[src/rtl/lzc_norm_pipe.sv]
// Two-stage leading-zero counter: stage 1 gets per-segment LZ, stage 2 picks the first nonzero segment.
// Define LZC_NORM_EN to add the normalising left shift and the out_norm port.
module lzc_norm_pipe #(
    parameter int WIDTH = 24,
    parameter int SEG_W = 8,
    localparam int CW = $clog2(WIDTH + 1)
) (
    input  logic             clk,
    input  logic             rst,
    input  logic             in_valid,
    output logic             in_ready,
    input  logic [WIDTH-1:0] in_data,
    output logic             out_valid,
    input  logic             out_ready,
    output logic [CW-1:0]    out_count,
`ifdef LZC_NORM_EN
    output logic [WIDTH-1:0] out_norm,
`endif
    output logic             out_zero
);
    localparam int NSEG = WIDTH / SEG_W;
    localparam int LW   = (SEG_W > 1) ? $clog2(SEG_W) : 1;

    logic            w_s1_ld;
    logic            w_s2_ld;
    logic            r_s1_v;
    logic            r_s2_v;
    logic [NSEG-1:0] w_seg_nz;
    logic [NSEG-1:0] r_seg_nz;
    logic [LW-1:0]   w_seg_lz [NSEG];
    logic [LW-1:0]   r_seg_lz [NSEG];
    logic [CW-1:0]   w_count;
    logic            w_zero;
    logic [CW-1:0]   r_count;
    logic            r_zero;

    // Each stage may load when it is empty or its content is leaving this cycle.
    assign w_s2_ld   = !r_s2_v || out_ready;
    assign w_s1_ld   = !r_s1_v || w_s2_ld;
    assign in_ready  = w_s1_ld;
    assign out_valid = r_s2_v;
    assign out_count = r_count;
    assign out_zero  = r_zero;

    always_comb begin
        for (int i = 0; i < NSEG; i++) begin
            w_seg_nz[i] = |in_data[i*SEG_W +: SEG_W];
            w_seg_lz[i] = '0;
            // Scanning upward means the highest set bit wins.
            for (int j = 0; j < SEG_W; j++) begin
                if (in_data[i*SEG_W + j]) w_seg_lz[i] = LW'(SEG_W - 1 - j);
            end
        end
    end

    always_ff @(posedge clk) begin
        if (rst) begin
            r_s1_v   <= 1'b0;
            r_seg_nz <= '0;
            for (int i = 0; i < NSEG; i++) r_seg_lz[i] <= '0;
        end else if (w_s1_ld) begin
            r_s1_v <= in_valid;
            if (in_valid) begin
                r_seg_nz <= w_seg_nz;
                for (int i = 0; i < NSEG; i++) r_seg_lz[i] <= w_seg_lz[i];
            end
        end
    end

    always_comb begin
        w_count = CW'(WIDTH);
        w_zero  = 1'b1;
        for (int i = 0; i < NSEG; i++) begin
            if (r_seg_nz[i]) begin
                w_count = CW'((NSEG - 1 - i) * SEG_W) + CW'(r_seg_lz[i]);
                w_zero  = 1'b0;
            end
        end
    end

    always_ff @(posedge clk) begin
        if (rst) begin
            r_s2_v  <= 1'b0;
            r_count <= '0;
            r_zero  <= 1'b0;
        end else if (w_s2_ld) begin
            r_s2_v <= r_s1_v;
            if (r_s1_v) begin
                r_count <= w_count;
                r_zero  <= w_zero;
            end
        end
    end

`ifdef LZC_NORM_EN
    logic [WIDTH-1:0] r_s1_data;
    logic [WIDTH-1:0] w_sh [CW+1];
    logic [WIDTH-1:0] r_norm;

    always_ff @(posedge clk) begin
        if (rst) begin
            r_s1_data <= '0;
        end else if (w_s1_ld && in_valid) begin
            r_s1_data <= in_data;
        end
    end

    // Log-depth barrel shifter; a count of WIDTH only occurs for zero data.
    always_comb begin
        w_sh[0] = r_s1_data;
        for (int b = 0; b < CW; b++) begin
            w_sh[b+1] = w_count[b] ? (w_sh[b] << (2 ** b)) : w_sh[b];
        end
    end

    always_ff @(posedge clk) begin
        if (rst) begin
            r_norm <= '0;
        end else if (w_s2_ld && r_s1_v) begin
            r_norm <= w_sh[CW];
        end
    end

    assign out_norm = r_norm;
`endif
endmodule

[config.mk]
export PLATFORM = sky130hd
export DESIGN_NAME = lzc_norm_pipe
export DESIGN_NICKNAME = d
export VERILOG_FILES = /design/src/rtl/lzc_norm_pipe.sv
export SDC_FILE = /design/constraint.sdc
export NUM_CORES = 1
export LEC_CHECK = 0
export CORE_ASPECT_RATIO = 1.2
export CORE_MARGIN = 1.5
export CORE_UTILIZATION = 41
export DETAILED_ROUTE_END_ITERATION = 10
export GPL_TIMING_DRIVEN = 0
export PLACE_DENSITY = 0.74
export SYNTH_ARGS = -nofsm -noshare
export SYNTH_HDL_FRONTEND = slang
export SYNTH_SLANG_ARGS = --single-unit
[constraint.sdc]
create_clock -name clk -period 1.57 [get_ports clk]
set_clock_uncertainty 0.1 [all_clocks]
set_input_delay 0.157 -clock clk [delete_from_list [all_inputs] [get_ports clk]]
set_output_delay 0.157 -clock clk [all_outputs]
set_load 0.01 [all_outputs]
== Word level (Yosys, flattened, before mapping) ==
Memories as Yosys holds them, arrays and structs flattened.
Cells that the tools add are included.

* Add/subtract/negate cells: 2
* Muxes and demuxes: 39
* Bitwise logic cells: 3
* Reduce and logical (&&, ||, !) cells: 9

{| class="wikitable"
|+ Operators with widths
! cell !! number
|-
| $mux W3 || 27
|-
| $reduce_or A8 Y1 || 3
|-
| $mux W5 || 3
|-
| $mux W1 || 9
|-
| $add A4 B3 Y5 const A || 1
|-
| $add A5 B3 Y5 const A || 1
|-
| $reduce_and A2 Y1 || 2
|-
| $or A1 B1 Y1 || 3
|-
| $logic_not A1 Y1 || 2
|-
| $logic_or A1 B1 Y1 || 2
|}

* Flip-flop bits (word level): 11
* Memory bits (writable): 9
* Bits of input ports: 28
* Output and inout bits: 8
* Logic and storage cells: 59
* Memories kept: 1

{| class="wikitable"
|+ Memories
! memory !! depth !! width !! read ports !! clocked after memory_dff !! wr ports !! line !! source
|-
| r_seg_lz || 3 || 3 || 3 || 0 || 3 || 31 || <nowiki>logic [LW-1:0] r_seg_lz [NSEG];</nowiki>
|}

== Depth between registers and ports, before layout ==
* Depth in word-level cells: 9
* Depth in mapped cells: 4
* Depth with buffers taken out: 3

== Worst setup path before layout ==
No wires, ideal clock.

* Path type: reg2reg
* Start point: register r_s2_v (netlist: out_valid)
* End point: memory r_seg_lz[0][0] (netlist name) (enable)
* Data arrival time: 1.062 ns
* Required time: 1.184 ns
* Setup slack: 0.121 ns
* Cell stages (with the launch flop): 4
* Path buffers: 0
* Period minus slack after synthesis: 1.449 ns
* Cells stage by stage: dfxtp_1 > nand3b_1 > a21oi_1 > inv_1

{| class="wikitable"
|+ RTL lines
! item !! line !! source
|-
| start: declaration || 27 || <nowiki>logic r_s2_v;</nowiki>
|-
| start signal: assignment || 87 || <nowiki>r_s2_v <= r_s1_v;</nowiki>
|-
| end: declaration || 31 ||
|}

== Final worst setup path ==
* Start point: register r_s2_v (netlist: out_valid)
* End point: output out_valid

{| class="wikitable"
|+ RTL lines
! item !! line !! source
|-
| end: declaration || 13 || <nowiki>output logic out_valid,</nowiki>
|}

No word-level cell between the ends.

==> run metrics <==
RSZ-0062 raised after global routing false; WL met2 1395 um; Layout Area Growth over Synthesis 43.63%; CTS Buf Count 3; synth unique cells 26; grt total ovfl 0; Synthesized Nets 135; Worst EP required 1310 ps; final setup margin 74.59 ps; cell family with most CP delay buffers and inverters; RR Startpoint r_s1_v; antenna cells 0; core area 0.002306 mm2; Post-Syn Area 0.001012 mm2; f_max 668.7 MHz; top sig layer met4; DR WL met3 99 um; CTS clock-pin slew for the worst setup and hold paths 110 ps; cell depth of the worst setup path 1; Post-DP HPWL 1910 um; Clock Tree Root clkbuf_4; Rel. slew slack 70.75%; adder-cell share of the synthesized area 0%; worst skew pair latency 300 ps; Worst R2R Path Depth 3; Crit Path Category reg -> out; first-iteration detailed-routing DRC count 4; Post-synth EDFFs 9; hold path start out_zero; DRC 0; Final Hold Viols 0; io pins 36; first-pass GRT wire length 3877 um; clock sink count 20; Die X 48.36 um; via density per instance 5.629; largest net degree at the start of global routing 12; Area contributors post-synth edfxtp_1 (27%), dfxtp_1 (22%), nor2b_1 (4.9%), nor2_1 (4.8%), a21oi_1 (4.0%); Synth Area in XOR/XNOR 0%; Rows 19; DRT Pass-1 Iters 4; H-tree depth 1; worst hold stages 2; asr flop ratio synth 0%; initial core utilization 43.90%; post-synthesis simple-gate area fraction 24.72%; final wirelength 2427 um; initial antenna violation count 0; top-area cell type share of the netlist area 26.70%; layout cell share with drive strength beyond 1 8.844%; commonest non-fill, non-tap cells in the layout clkdlybuf4s50_1 (34), nor2_1 (13), dfxtp_1 (11); hold buffers post-CTS 0; GPL Wtd Cong 0.7781; die area 0.002777 mm2; Worst-Margin Slew 427.7 ps; flops & latches, synth 20; Yosys Warn Count 0; largest family of logic cells by synthesized area simple AND/OR/NAND/NOR gates; critical path cell sequence clkdlybuf4s50_1; Final Critical Period 1495 ps; via count 1002; critical path launch point type flop; Placement Setup Slack -378.6 ps; post-placement cell count 173; crit end category output pin; CTS tree done; slowest CP cell clkdlybuf4s50_1; Synth Area in Compound Gates 22.25%; Slowest Stage Delay on Critical Path 550 ps; Synth Instances 107; Non-Filler Instances 178; die extent in y 57.43 um; drt wl/cell 13.63 um; Most used DFF post-synth dfxtp_1; hold crit path type reg -> reg; fin util 63.05%; Max Root-Sink Buffers 2; sequential area share after synthesis 48.45%; setup_tns 0 ps; final setup fails 0; crit path launch out_valid; max-slew violation count 0; GRT Overall Usage 18.15%; multiplexer area fraction after synthesis 0%; leading area contributor after synthesis edfxtp_1; Nets 176; critical path peak fanout 4; max_cap viols 0; number of global-route vias before repair 972; Tcrit/Tclk final 95.25%; DRT antenna net count 0; pwr dens 726.0 mW/mm2; Avg Cell Area, Syn 9.460 um2; Worst EP arrival 1240 ps; leak pwr 0.4991 nW; M1 WL 894 um; status completed; most common cell after layout, fill and taps aside clkdlybuf4s50_1; Max VDD drop 0.0003910 V; CP bufs+invs 1; port buffer count 35
## path summary, 6_finish.rpt
path | endpoint | slack, ps
worst min register to register | out_zero | 380
worst max register to register | out_count[2] | 90
worst min-delay path | out_zero | 380
worst max-delay path | out_valid | 70
## logic make-up (layout without fill, tap and decap cells)
logic type,count (synthesis),in the layout
AND/OR/NAND/NOR,42,42
AO/OA/AOI/OAI,33,33
buffers and inverters,12,52
flip-flops,20,20
## timing repair
item                                    in CTS  in global routing
pin swaps                                    0                  2
setup buffers                                0                  1
resized for setup                            3                  5
endpoints found under the setup margin      11                 11
## layout make-up
cell class              count  area (um2)
fillers                   221       852.1
multi-input cells          75       491.7
flip-flops and latches     20       490.5
repair buffers             36       356.6
well taps                  31       38.79
inverters                   9       33.78
clock buffers               3       22.52
plain buffers               3       16.27
clock inverters             1       3.754
## through the flow
stage	hold WS [ps]	total power, mW	cell area (um2)
after floorplan	186.5	0.6847	1012
after global placement	358.1	0.8032	1401
after detailed placement	365.7	0.8133	1401
after CTS	345.8	1.057	1429
after global routing	376.4	1.114	1454
final	376.6	1.055	1454
## where the power goes
group / total [mW] / switching [mW] / internal [mW]
registers: 0.592 / 0.0166 / 0.575
clock network: 0.248 / 0.155 / 0.0926
logic: 0.215 / 0.0953 / 0.120
## cell usage after synthesis (2+ instances only)
cell	number
a2111oi_0	3
dfxtp_1	11
nor4_1	6
or4_1	3
clkbuf_1	2
o32ai_1	3
o21ai_0	8
o2bb2ai_1	3
nand3b_1	2
nand2b_1	3
and3_1	2
a21oi_1	8
a221oi_1	3
inv_1	9
edfxtp_1	9
a211oi_1	3
nor2_1	13
nor2b_1	8
## metal layers
metal	global-route usage (%)	up-vias
met5	0	-
met4	7.347	0
met3	2.356	4
met2	39.48	33
met1	16.33	472
li1	-	493
## registers in the layout, summed over array words and instances, names as in the netlist
signal,count
r_s1_v,1
out_valid,1
r_seg_nz,3
out_count,5
out_zero,1
r_seg_lz,9
(Power assumes the default switching activity.)
